--- src/rtl/multicycle_control_fsm.sv ---
// multicycle_control_fsm
// Control unit for the 16-bit multi-cycle processor: sequences fetch, decode,
// execute, memory access and writeback, and drives every datapath select and
// strobe. Memory states stall on input_mem_ready.
// Optional feature: define ILLEGAL_TRAP_EN to send opcodes B-F to a TRAP state
// that raises output_illegal until reset; otherwise they decode as a NOP.
module multicycle_control_fsm (
    input  logic       clk,
    input  logic       rst_n,
    input  logic [3:0] input_opcode,
    input  logic       input_Zero,
    input  logic       input_negative,
    input  logic       input_mem_ready,
    output logic [1:0] output_ALUSrcA,
    output logic [1:0] output_ALUSrcB,
    output logic [2:0] output_ALUOp,
    output logic       output_PCSrc,
    output logic       output_PCWrite,
    output logic       output_IRWrite,
    output logic       output_IorD,
    output logic       output_MemRead,
    output logic       output_MemWrite,
    output logic       output_RegWrite,
    output logic       output_MemtoReg,
    output logic       output_RegDst,
    output logic [3:0] output_state,
    output logic       output_illegal
);

    localparam logic [2:0] ALU_ADD = 3'b000;
    localparam logic [2:0] ALU_SUB = 3'b001;
    localparam logic [2:0] ALU_AND = 3'b010;
    localparam logic [2:0] ALU_OR  = 3'b011;

    localparam logic [3:0] OP_BEQ = 4'h7;
    localparam logic [3:0] OP_BNE = 4'h8;
    localparam logic [3:0] OP_BLT = 4'h9;

    typedef enum logic [3:0] {
        S_FETCH    = 4'd0,
        S_DECODE   = 4'd1,
        S_MEMADDR  = 4'd2,
        S_MEMREAD  = 4'd3,
        S_MEMWB    = 4'd4,
        S_MEMWRITE = 4'd5,
        S_EXEC_R   = 4'd6,
        S_RWB      = 4'd7,
        S_EXEC_I   = 4'd8,
        S_IWB      = 4'd9,
        S_BRANCH   = 4'd10,
        S_JUMP     = 4'd11,
        S_TRAP     = 4'd12
    } state_t;

    state_t     r_state;
    logic [3:0] r_opcode;
    logic       w_taken;

    // State sequencing; the opcode is captured in DECODE so later IR changes are ignored
    always_ff @(posedge clk or negedge rst_n) begin
        if (!rst_n) begin
            r_state  <= S_FETCH;
            // NOTE: r_opcode is only read after DECODE rewrites it, but resetting it keeps the branch decode X-free.
            r_opcode <= 4'h0;
        end else begin
            // NOTE: non-blocking assignments so every state register updates from pre-edge values.
            case (r_state)
                S_FETCH:    if (input_mem_ready) r_state <= S_DECODE;
                S_DECODE: begin
                    r_opcode <= input_opcode;
                    case (input_opcode)
                        4'h0, 4'h1, 4'h2, 4'h3: r_state <= S_EXEC_R;
                        4'h4:                   r_state <= S_EXEC_I;
                        4'h5, 4'h6:             r_state <= S_MEMADDR;
                        4'h7, 4'h8, 4'h9:       r_state <= S_BRANCH;
                        4'hA:                   r_state <= S_JUMP;
`ifdef ILLEGAL_TRAP_EN
                        default:                r_state <= S_TRAP;
`else
                        default:                r_state <= S_FETCH;
`endif
                    endcase
                end
                S_EXEC_R:   r_state <= S_RWB;
                S_RWB:      r_state <= S_FETCH;
                S_EXEC_I:   r_state <= S_IWB;
                S_IWB:      r_state <= S_FETCH;
                S_MEMADDR:  r_state <= (r_opcode == 4'h5) ? S_MEMREAD : S_MEMWRITE;
                S_MEMREAD:  if (input_mem_ready) r_state <= S_MEMWB;
                S_MEMWB:    r_state <= S_FETCH;
                S_MEMWRITE: if (input_mem_ready) r_state <= S_FETCH;
                S_BRANCH:   r_state <= S_FETCH;
                S_JUMP:     r_state <= S_FETCH;
`ifdef ILLEGAL_TRAP_EN
                S_TRAP:     r_state <= S_TRAP;
`else
                S_TRAP:     r_state <= S_FETCH;
`endif
                default:    r_state <= S_FETCH;
            endcase
        end
    end

    // Branch condition evaluated from the latched opcode and live ALU flags
    always_comb begin
        case (r_opcode)
            OP_BEQ:  w_taken = input_Zero;
            OP_BNE:  w_taken = !input_Zero;
            OP_BLT:  w_taken = input_negative;
            default: w_taken = 1'b0;
        endcase
    end

    // Output decode from the state register; everything held at 0 while in reset
    always_comb begin
        // NOTE: every output gets a default first so no path through the case infers a latch.
        output_ALUSrcA  = 2'd0;
        output_ALUSrcB  = 2'd0;
        output_ALUOp    = ALU_ADD;
        output_PCSrc    = 1'b0;
        output_PCWrite  = 1'b0;
        output_IRWrite  = 1'b0;
        output_IorD     = 1'b0;
        output_MemRead  = 1'b0;
        output_MemWrite = 1'b0;
        output_RegWrite = 1'b0;
        output_MemtoReg = 1'b0;
        output_RegDst   = 1'b0;
        output_illegal  = 1'b0;
        if (rst_n) begin
            case (r_state)
                S_FETCH: begin
                    output_MemRead = 1'b1;
                    output_ALUSrcB = 2'd1;
                    output_IRWrite = input_mem_ready;
                    output_PCWrite = input_mem_ready;
                end
                S_DECODE:   output_ALUSrcB = 2'd2;
                S_EXEC_R: begin
                    output_ALUSrcA = 2'd2;
                    case (r_opcode[1:0])
                        2'd0:    output_ALUOp = ALU_ADD;
                        2'd1:    output_ALUOp = ALU_SUB;
                        2'd2:    output_ALUOp = ALU_AND;
                        default: output_ALUOp = ALU_OR;
                    endcase
                end
                S_RWB: begin
                    output_RegWrite = 1'b1;
                    output_RegDst   = 1'b1;
                end
                S_EXEC_I, S_MEMADDR: begin
                    output_ALUSrcA = 2'd2;
                    output_ALUSrcB = 2'd2;
                end
                S_IWB:      output_RegWrite = 1'b1;
                S_MEMREAD: begin
                    output_MemRead = 1'b1;
                    output_IorD    = 1'b1;
                end
                S_MEMWB: begin
                    output_RegWrite = 1'b1;
                    output_MemtoReg = 1'b1;
                end
                S_MEMWRITE: begin
                    output_MemWrite = 1'b1;
                    output_IorD     = 1'b1;
                end
                S_BRANCH: begin
                    output_ALUSrcA = 2'd2;
                    output_ALUOp   = ALU_SUB;
                    output_PCSrc   = 1'b1;
                    output_PCWrite = w_taken;
                end
                S_JUMP: begin
                    output_PCSrc   = 1'b1;
                    output_PCWrite = 1'b1;
                end
`ifdef ILLEGAL_TRAP_EN
                S_TRAP:     output_illegal = 1'b1;
`endif
                default: ;
            endcase
        end
    end

    assign output_state = r_state;

endmodule

--- config.mk ---
export PLATFORM = sky130hd
export DESIGN_NAME = multicycle_control_fsm
export DESIGN_NICKNAME = d
export VERILOG_FILES = /design/src/rtl/multicycle_control_fsm.sv
export SDC_FILE = /design/constraint.sdc
export NUM_CORES = 1
export LEC_CHECK = 0
export CAP_MARGIN = 30
export CORE_UTILIZATION = 40
export CTS_CLUSTER_SIZE = 28
export DETAILED_ROUTE_END_ITERATION = 10
export PLACE_DENSITY = 0.74
export SETUP_SLACK_MARGIN = 0.5
export SYNTH_ARGS = -nofsm -noshare
export SYNTH_HDL_FRONTEND = slang
export SYNTH_SLANG_ARGS = --single-unit
--- constraint.sdc ---
create_clock -name clk -period 2.5 [get_ports clk]
set_clock_uncertainty 0.15 [all_clocks]
set_input_delay 0.5 -clock clk [delete_from_list [all_inputs] [get_ports clk]]
set_output_delay 0.5 -clock clk [all_outputs]
set_load 0.02 [all_outputs]
# Word-level counts from Yosys, hierarchy flattened
# Memories as Yosys holds them, arrays and structs flattened.
# Cells that the tools add are included.
[totals] memories=1 elab_cells=64 reg_bits=8 output_inout_bits=21 rom_bits=64 in_bits=9
[memory_table] memory="(no name shown)" words=16 width=4 read_ports=1 rd_ports_with_merged_regs=0 wr=0 line_no="71" rtl="case (input_opcode)"
[op_classes] n_reduce_logical=10 eq_ne=20 mux=31
[ops] cell="case mux 4 bit (7 select lines)" count=1
[ops] cell="== test 4 x 3 -> 1 bit (second input constant)" count=6
[ops] cell="== test 4 bit (second input constant)" count=6
[ops] cell="2-to-1 mux 1 bit" count=17
[ops] cell="2-to-1 mux 4 bit" count=3
[ops] cell="== test 4 x 2 -> 1 bit (second input constant)" count=2
[ops] cell="2-to-1 mux 2 bit" count=4
[ops] cell="case mux 2 bit (2 select lines)" count=2
[ops] cell="!= test 2 bit (second input constant)" count=3
[ops] cell="case mux 1 bit (3 select lines)" count=2
[ops] cell="case mux 2 bit (3 select lines)" count=1
[ops] cell="OR reduction 2 bit" count=3
[ops] cell="OR reduction 3 bit" count=2
[ops] cell="== test 4 x 1 -> 1 bit (second input constant)" count=1
[ops] cell="logical NOT 4 bit" count=1
[ops] cell="OR reduction 4 bit" count=1
[ops] cell="2-to-1 mux 3 bit" count=1
[ops] cell="AND reduction 3 bit" count=1
[ops] cell="== test 2 x 1 -> 1 bit (second input constant)" count=1
[ops] cell="== test 2 bit (second input constant)" count=1
[ops] cell="logical NOT 2 bit" count=1
[ops] cell="logical NOT 1 bit" count=1

# Longest topological paths before layout
# Gate-level depths: netlist of run 1.
[depth] depth_word=4 mapped_depth=5 mapped_depth_nobuf=5

# Worst setup path after synthesis of run 1
# Ideal clock, no wire load.
[synth_timing] kind="reg2out" startpoint="reg r_state[1], in the netlist output_state[1]" endpoint="out output_PCWrite" n_path_buf=1 t_required_ns=1.850 stages_incl_launch_ff=5 arrival_time_ns=1.652 path_slack_ns=0.198 path_cell_list="dfrtp_1 buf_6 or4b_1 a21o_1 a31oi_1"
[synth_between] elab_chain_len=3 word_cells_on_any_way=5 cone_classes="2 x eq/ne; 2 x mux; 1 x reduce/logical"
[synth_lines] item="start: declaration" line_no="55" rtl="state_t r_state;"
[synth_lines] item="start signal: assignment" line_no="88" rtl="S_MEMADDR: r_state <= (r_opcode == 4'h5) ? S_MEMREAD : S_MEMWRITE;"
[synth_lines] item="== test 4 bit / logical NOT 4 bit (equally long branches)" line_no="131" rtl="case (r_state)"
[synth_lines] item="case mux 1 bit (3 select lines) (*)" line_no="131"
[synth_lines] item="2-to-1 mux 1 bit (*)" line_no="130" rtl="if (rst_n) begin"
[synth_lines] item="end: declaration" line_no="18" rtl="output logic output_PCWrite,"
# Every way passes the cells marked *; elsewhere a longest branch is shown, timed or not.

# Worst setup path in the final report of run 1
[layout_timing] startpoint="reg r_state[3], in the netlist output_state[3]" endpoint="out output_PCWrite"
# Same word-level chain as after synthesis.

==> results of run 1 <==
[sequential cells by signal, indices dropped and copies added (netlist names)]
| signal | cells |
|---|---|
| output_state | 4 |
| r_opcode | 4 |
[through the flow]
stage / total power [mW] / setup TNS, ns / util (%)
3_3_place_gp: 1.04 / -2.38 / 64.3
5_1_grt: 1.68 / 0 / 81.0
2_1_floorplan: 0.782 / 0 / -
6_report: 1.60 / 0 / 81.0
4_1_cts: 1.24 / 0 / 68.0
3_5_place_dp: 1.06 / -2.19 / 64.3
[path summary, 6_finish.rpt]
kind,to,slack (ns),cells after the start
setup / recovery,output_PCWrite,0.18,4
hold / removal,r_opcode[1],0.34,3
setup reg to reg,output_state[0],0.58,8
hold reg to reg,r_opcode[2],0.41,1
min in group clk,r_opcode[2],0.41,1
max in group asynchronous,output_state[1],1.73,3
[synth_stat cells]
library cell  count
o221ai_1          1
a21oi_1           7
a31oi_1           1
mux2_2            4
and3_1            1
nor2b_1           5
or4b_1            1
buf_6             1
or2b_1            1
and2_1            1
dfrtp_1           8
a211oi_1          1
nor2_1           15
nor4bb_1          2
o211ai_1          1
buf_4             3
conb_1            1
o21ai_0           9
nor3b_1           5
or2_2             1
inv_1             3
buf_2             5
clkbuf_1          1
a221o_1           1
a21o_1            1
a21boi_0          1
nand2_1           6
nand4_1           1
nor3_1            2
nand2b_1          6
ha_1              3
and3b_1           1
xor2_1            2
a41oi_1           1
nor4b_4           1
[report_power, final]
part	internal [mW]	switching, mW
Combinational	0.638	0.586
Clock	0.0613	0.0483
Sequential	0.191	0.0732
[worst max-delay path, stage by stage, from the launching register on]
cell	delay, ns
dfrtp_1	0.40
or4b_1	0.53
a21o_1	0.20
a31oi_4	0.14
buf_6	0.13
[cells by family after synthesis]
logic type	after synthesis	share of synthesized area (%)
and+or+nand+nor	49	35.7
AOI/OAI and AO/OA	24	17.7
buffers and inverters	13	9.09
DFF	8	24.7
muxes	4	5.55
adders and majority gates	3	4.62
xor gates and xnor gates	2	2.16
other	1	0.462
[metal layers]
metal	vias to the layer above	global-route usage [%]	routed length, um
li1	451	-	-
met1	478	28.2	1200
met2	60	37.5	1500
met3	12	3.85	217
met4	0	9.14	85
met5	-	0	0
[timing repair]
item                                    CTS  global route
endpoints found under the setup margin   18            20
setup buffers                             1            12
cloned                                    1             1
endpoints found under the hold margin     0             0
resized for setup                        88            36
pin swaps                                 4             9
[cell type report]
cell class                 instances  share of cell area [%]
clock buffer                       4                    1.78
inverter                           3                   0.764
multi-input combinational         85                    44.7
sequential                         8                    13.8
tap                               25                    2.12
timing repair buffer              53                    36.8
==> metrics.txt, run 1 <==
First-pass DRT Iterations 4; crit path DAT 1.67 ns; hold slack 0.343 ns; Hold Vio Cnt, Final 0; pre-CTS WS -0.525 ns; Slew HR 65.7%; Root Buffer clkbuf_4; Antenna Nets Post-Route 0; first-pass GRT wire length 3.42 mm; Ports 30; final RePlAce weighted congestion 0.908; Final Critical Period 2.32 ns; die height 47.1 um; startpoint types register; synthesized instance count 104; sequential share of the synthesized area approximately 25%; commonest non-fill, non-tap cell in the layout buf_4; DR vias around 1,000; biggest area consumer among synthesized cells dfrtp_1; # DRC 0; Synth Cell Area 812 um^2; synthesized area per cell a little under 8 um^2; IO buf count 26; FF+latch count, synth 8; grt ovf 0; Skew-Pair Late Insertion Delay 0.27 ns; die area 2210 um^2; WL per Instance 16.9 um; Worst-Margin Slew 0.508 ns; RSZ-0062 raised after global routing true; WL final ~3.0 mm; crit-path max FO 2; Pleak 0.668 nW; Critical Path RT 1.85 ns; peak supply drop about 0.69 mV; worst r2r src output_state[0]; commonest cells after routing, fill and taps aside buf_4, buf_6, nor2_1, o21ai_0; total CTS buffers 3; vias in the first global route 773; CTS tree built; synth unique cells 35; CTS clk-pin slew, worst paths 0.06 ns; largest net degree at the start of global routing 20; Starting Density 44.6%; initial drt markers 14; share of the clock period used by the worst path 92.9%; share of layout cells above drive strength 1 a little under half; f_max 431 MHz; status completed; # diodes 0; nets roughly 170; register area 203 um^2; Setup Crit Path Kind reg -> out; worst hold path type in -> async; Core ar. between 1500 and 2000 um^2; Worst Setup SP output_state[3]; H-tree lvl count 1; non-filler cells, final between 150 and 200; Multi-input gate area 659 um^2; main area contributors after synthesis dfrtp_1, nor2_1, o21ai_0, mux2_2, ha_1; hold buffers post-CTS 0; Slew Limit Fails 0; post-synth top area share 24.7%; Yosys Warn Count 0; final setup margin approximately 0.18 ns; endpoints failing setup 0; Inst Count DP 159; Finished Cell Area 1470 um^2; deepest clock path buffer count 2; MaxCap Viol Count 0; PwrDens around 1100 nW/um^2; Cell Area, Placed 1170 um^2; FILL cells approximately 110; CP Capture Type output pin; DIE WIDTH between 40 and 50 um; Sink Count 8; total global-route track usage 22.3%; HPWL reported at the end of detailed placement 1.52 mm; Site Rows 15; initial antenna violation count 0; Via density 5.62; Syn-to-layout area delta 81.5%
(Power assumes the default switching activity.)
==> run 2, diff against run 1 <==
==> constraint.sdc (replaced) <==
create_clock -name clk -period 2.5 [get_ports clk]
set_clock_uncertainty 0.15 [all_clocks]
set_input_delay 0.5 -clock clk [delete_from_list [all_inputs] [get_ports clk]]
set_output_delay 0.5 -clock clk [all_outputs]
set_load 0.1 [all_outputs]
==> metrics.txt, run 2 <==
status stopped before the end; Stop stage global routing; stop err [ERROR DPL-0038] Utilization greater than 100%, impossible to legalize; hold buffers post-CTS 0; sequential share of the synthesized area 24.7%; top-count cell post-synth nor2_1; biggest area consumer among synthesized cells dfrtp_1; Root Buffer clkbuf_4; Yosys Warn Count 0; Site Rows 15; Ports 30; DIE WIDTH 47.1 um; deepest clock path buffer count 2; Inst Count DP 156; Starting Density 44.6%; synthesized instance count 104; synth unique cells 35; FF+latch count, synth 8; GRT worst endpoint output_PCWrite; largest net degree at the start of global routing 19; asr flop ratio synth 100%; die height 47.1 um; main area contributors after synthesis dfrtp_1, nor2_1, o21ai_0, mux2_2, ha_1; Post-synth top flop dfrtp_1; synthesized area per cell 7.81 um^2; final RePlAce weighted congestion 0.777; worst-path endpoint category top-level output; Sink Count 8; Synth top cells by count nor2_1, o21ai_0, dfrtp_1; total CTS buffers 3; Synth Cell Area ~810 um^2; IO buf count 26; H-tree lvl count 1; EDFF count, synth 0; HPWL reported at the end of detailed placement roughly 1.8 mm; post-synth top area share 24.7%
run 2: cell counts after synthesis:
Identical to the previous run, type by type.
run 2: kinds of logic after synthesis:
| kind of cell | share of synthesized area (%) |
|---|---|
| AND/OR/NAND/NOR | 35.7 |
| AO/OA/AOI/OAI | 17.7 |
| XOR/XNOR | 2.16 |
| other | 0.462 |
| buffers and inverters | 9.09 |
| adder cells (fa/ha/maj) | 4.62 |
| multiplexers | 5.55 |
| flip-flops | 24.7 |
run 2: stage by stage:
| stage | instance area [um^2] | worst slack (ns) |
|---|---|---|
| 3_5_place_dp | 1420 | -0.148 |
| 3_3_place_gp | 1420 | -0.134 |
| 4_1_cts | 1700 | -0.0372 |
| 2_1_floorplan | 1010 | -0.214 |
run 2: timing repair:
item,CTS
pin swaps,16
cloned,1
setup endpoints to repair,14
setup buffers,11
resized for setup,40
endpoints found under the hold margin,0
==> run 3, diff against run 2 <==
--- a/config.mk
+++ b/config.mk
@@ -6,11 +6,10 @@
 export NUM_CORES = 1
 export LEC_CHECK = 0
 export CAP_MARGIN = 30
-export CORE_UTILIZATION = 40
-export CTS_CLUSTER_SIZE = 28
+export CORE_AREA = 2 2 63 65
 export DETAILED_ROUTE_END_ITERATION = 10
-export PLACE_DENSITY = 0.74
-export SETUP_SLACK_MARGIN = 0.5
+export DIE_AREA = 0 0 65 67
+export PLACE_DENSITY_LB_ADDON = 0.15
 export SYNTH_ARGS = -nofsm -noshare
 export SYNTH_HDL_FRONTEND = slang
 export SYNTH_SLANG_ARGS = --single-unit
==> metrics.txt, run 3 (synthesis results as in run 1) <==
WL per Instance roughly 12 um; Site Rows 22; commonest non-fill, non-tap cell in the layout buf_12; total power draw 1.86 mW; Pleak between 0.5 and 0.6 nW; die height 67 um; status completed; Sink Count 8; worst hold path type reg -> reg; final RePlAce weighted congestion 0.780; DIE WIDTH 65 um; DR vias 825; nets 148; Antenna Nets Post-Route 0; PwrDens 1270 nW/um^2; # diodes 0; share of the clock period used by the worst path 98.5%; first-pass GRT wire length 3.78 mm; grt ovf 0; critical-path cell list or4b_4 > a21o_1 > a31oi_4 > buf_12; share of layout cells above drive strength 1 between 40 and 50%; Hold Vio Cnt, Final 0; largest net degree at the start of global routing 20; initial drt markers 6; f_max about 410 MHz; Max stage delay on crit path roughly 0.52 ns; Ports 30; Starting Density about 23%; Skew-Pair Late Insertion Delay 0.23 ns; die area between 4000 and 5000 um^2; FILL cells ~370; crit path DAT around 1.8 ns; WL final 2.20 mm; Slowest cell on crit path or4b_4; IO buf count 26; final core utilization around 41%; startpoint types register; Final Critical Period ~2.5 ns; Setup Crit Path Kind reg -> out; Root Buffer clkbuf_8; WP buf/inv 1; peak supply drop 0.435 mV; TNS Setup 0 ns; First-pass DRT Iterations 2; setup bufs post-CTS 0; RSZ-0062 raised after global routing false; Via density 4.51; MaxCap Viol Count 0; total global-route track usage 11.2%; CP Capture Type output pin; Slew Limit Fails 0; vias in the first global route 834; H-tree lvl count 1; CP top delay family simple AND/OR/NAND/NOR gates; deepest clock path buffer count 2; CTS tree built; Core ar. between 3000 and 4000 um^2; initial antenna violation count 0; HPWL reported at the end of detailed placement 1.72 mm; Critical Path RT 1.85 ns; Inst Count DP 179; crit-path max FO 2; commonest cells after routing, fill and taps aside buf_12, buf_4, nor2_1, o21ai_0; Syn-to-layout area delta 81.0%; endpoints failing setup 0; total CTS buffers 3; # DRC 0; CTS clk-pin slew, worst paths 0.04 ns; non-filler cells, final 183
run 3: path summary, 6_finish.rpt:
check                                startpoint               to  slack [ns]  cells past startpoint
worst max-delay path            output_state[3]   output_PCWrite        0.04                      4
worst min-delay path                r_opcode[2]      r_opcode[2]        0.41                      1
worst max register to register  output_state[1]      r_opcode[3]        0.64                      3
worst min register to register      r_opcode[2]      r_opcode[2]        0.41                      1
max in group asynchronous                 rst_n  output_state[2]        1.44                      3
min in group asynchronous                 rst_n      r_opcode[2]        0.53                      2
run 3: layout make-up:
class	count	area (um^2)	area share (%)
Multi-Input combinational cell	85	684	46.6
Tap cell	48	60.1	4.09
Clock buffer	4	45.0	3.06
Sequential cell	8	213	14.5
Inverter	3	11.3	0.766
Timing Repair Buffer	35	457	31.1
run 3: metrics by stage:
stage / hold WS, ns / area, um^2 / setup slack (ns)
after floorplan: 0.0544 / 977 / -0.214
after CTS: 0.400 / 1470 / 0.0271
after global routing: 0.437 / 1470 / 0.00215
after global placement: 0.385 / 1420 / -0.185
final: 0.409 / 1470 / 0.0379
after detailed placement: 0.391 / 1420 / -0.182
run 3: what timing repair did:
action,in CTS,in global routing
pin swaps,1,1
endpoints found under the setup margin,1,1
hold buffers,0,0
resized for setup,2,1
run 3: per-layer routing:
layer | vias up | track usage (%) | wire, um
met5 | - | 0 | 0
met4 | 0 | 0.798 | 0
met3 | 0 | 3.72 | 107
met2 | 19 | 19.1 | 1010
met1 | 388 | 14.2 | 1080
li1 | 418 | - | -
run 3: report_power, final:
| group | internal, mW | switching, mW | total, mW | leakage, nW |
|---|---|---|---|---|
| Combinational | 0.497 | 0.927 | 1.42 | 0.448 |
| Sequential | 0.201 | 0.0791 | 0.280 | 0.0931 |
| Clock | 0.110 | 0.0474 | 0.158 | 0.0228 |
| Total | 0.808 | 1.05 | 1.86 | 0.564 |
==> run 4, diff against run 3 <==
--- a/config.mk
+++ b/config.mk
@@ -9,6 +9,7 @@
 export CORE_AREA = 2 2 63 65
 export DETAILED_ROUTE_END_ITERATION = 10
 export DIE_AREA = 0 0 65 67
+export MAX_ROUTING_LAYER = met4
 export PLACE_DENSITY_LB_ADDON = 0.15
 export SYNTH_ARGS = -nofsm -noshare
 export SYNTH_HDL_FRONTEND = slang
==> metrics.txt, run 4 (synthesis results as in run 1) <==
Critical Path RT between 1.5 and 2 ns; Pleak 0.564 nW; Syn-to-layout area delta 81.0%; worst hold path type reg -> reg; total global-route track usage 11.5%; TNS Setup 0 ns; WL per Instance 12.1 um; IO buf count 26; largest net degree at the start of global routing 20; initial drt markers 9; Finished Cell Area 1470 um^2; share of the clock period used by the worst path 98.4%; grt ovf 0; nets 148; First-pass DRT Iterations 4; DIE WIDTH 65 um; status completed; HPWL reported at the end of detailed placement 1.72 mm; # DRC 0; initial antenna violation count 0; Sink Count 8; endpoints failing setup 0; Setup Crit Path Kind reg -> out; Skew-Pair Late Insertion Delay between 0.2 and 0.25 ns; f_max approximately 410 MHz; deepest clock path buffer count 2; Final Critical Period 2.46 ns; commonest non-fill, non-tap cell in the layout buf_12; CTS clk-pin slew, worst paths 0.04 ns; # diodes 0; first-pass GRT wire length between 3 and 4 mm; DR vias 815; Antenna Nets Post-Route 0; Slew Limit Fails 0; crit-path max FO 2; CP Capture Type output pin; share of layout cells above drive strength 1 43.0%; die area 4360 um^2; Reg2Reg Setup Slack 0.66 ns; crit path DAT 1.81 ns; Starting Density 22.5%; CTS tree built; hold buffers post-CTS 0; WL final approximately 2.2 mm; Core ar. 3610 um^2; Cell Area, Placed 1420 um^2; PwrDens 1270 nW/um^2; Via density 4.45; MaxCap Viol Count 0; peak supply drop 0.434 mV; H-tree lvl count 1; final RePlAce weighted congestion 0.790; Site Rows 22; die height between 60 and 70 um; vias in the first global route 830; total CTS buffers 3; commonest cells after routing, fill and taps aside buf_12, buf_4, nor2_1, o21ai_0; Root Buffer clkbuf_8; Hold Vio Cnt, Final 0; RSZ-0062 raised after global routing false; total power draw ~1.9 mW; startpoint types register; Ports 30; setup bufs post-CTS 0
## run 4: final cells by class
| type | count | area (um^2) |
|---|---|---|
| clock buffer | 4 | 45.0 |
| fill | 366 | 2140 |
| inverter | 3 | 11.3 |
| multi-input combinational | 85 | 684 |
| sequential | 8 | 213 |
| tap | 48 | 60.1 |
| timing repair buffer | 35 | 457 |
## run 4: path summary, 6_finish.rpt
check | start | endpoint | depth (start not counted)
max | output_state[3] | output_PCWrite | 4
min reg2reg | r_opcode[2] | r_opcode[2] | 1
max in group asynchronous | rst_n | output_state[2] | 3
min in group asynchronous | rst_n | r_opcode[2] | 2
max reg2reg | output_state[1] | r_opcode[3] | 3
min | r_opcode[2] | r_opcode[2] | 1
## run 4: timing repair
item / in CTS / in global routing
gates cloned: 0 / 0
pin swaps: 1 / 1
resized for setup: 2 / 1
endpoints found under the setup margin: 1 / 1
## run 4: per-layer routing
layer / vias up / routed length, um / GRT usage (%)
met5: - / 0 / -
met4: 0 / 0 / 0.798
met3: 0 / 107 / 3.72
met2: 19 / 1020 / 18.9
met1: 380 / 1090 / 14.5
li1: 416 / - / -
## run 4: per-stage QoR
step / setup WS, ns / hold WS, ns / util (%) / cells
final: 0.0389 / 0.413 / 40.8 / 183
after CTS: 0.0271 / 0.400 / 40.7 / 183
after detailed placement: -0.182 / 0.391 / 39.4 / 179
after global placement: -0.185 / 0.385 / 39.4 / 179
after global routing: 0.00215 / 0.437 / 40.8 / 183
after floorplan: -0.214 / 0.0544 / - / 106
## run 4: critical path, cell delays in order, from the launching register on
cell and delay (ns):
dfrtp_4 0.46, or4b_4 0.52, a21o_1 0.22, a31oi_4 0.18
buf_12 0.20
## run 4: report_power, final
| part | internal, mW | leakage, nW | total, mW | switching, mW |
|---|---|---|---|---|
| Combinational | 0.496 | 0.448 | 1.42 | 0.928 |
| Sequential | 0.201 | 0.0931 | 0.280 | 0.0786 |
| Clock | 0.110 | 0.0228 | 0.158 | 0.0474 |
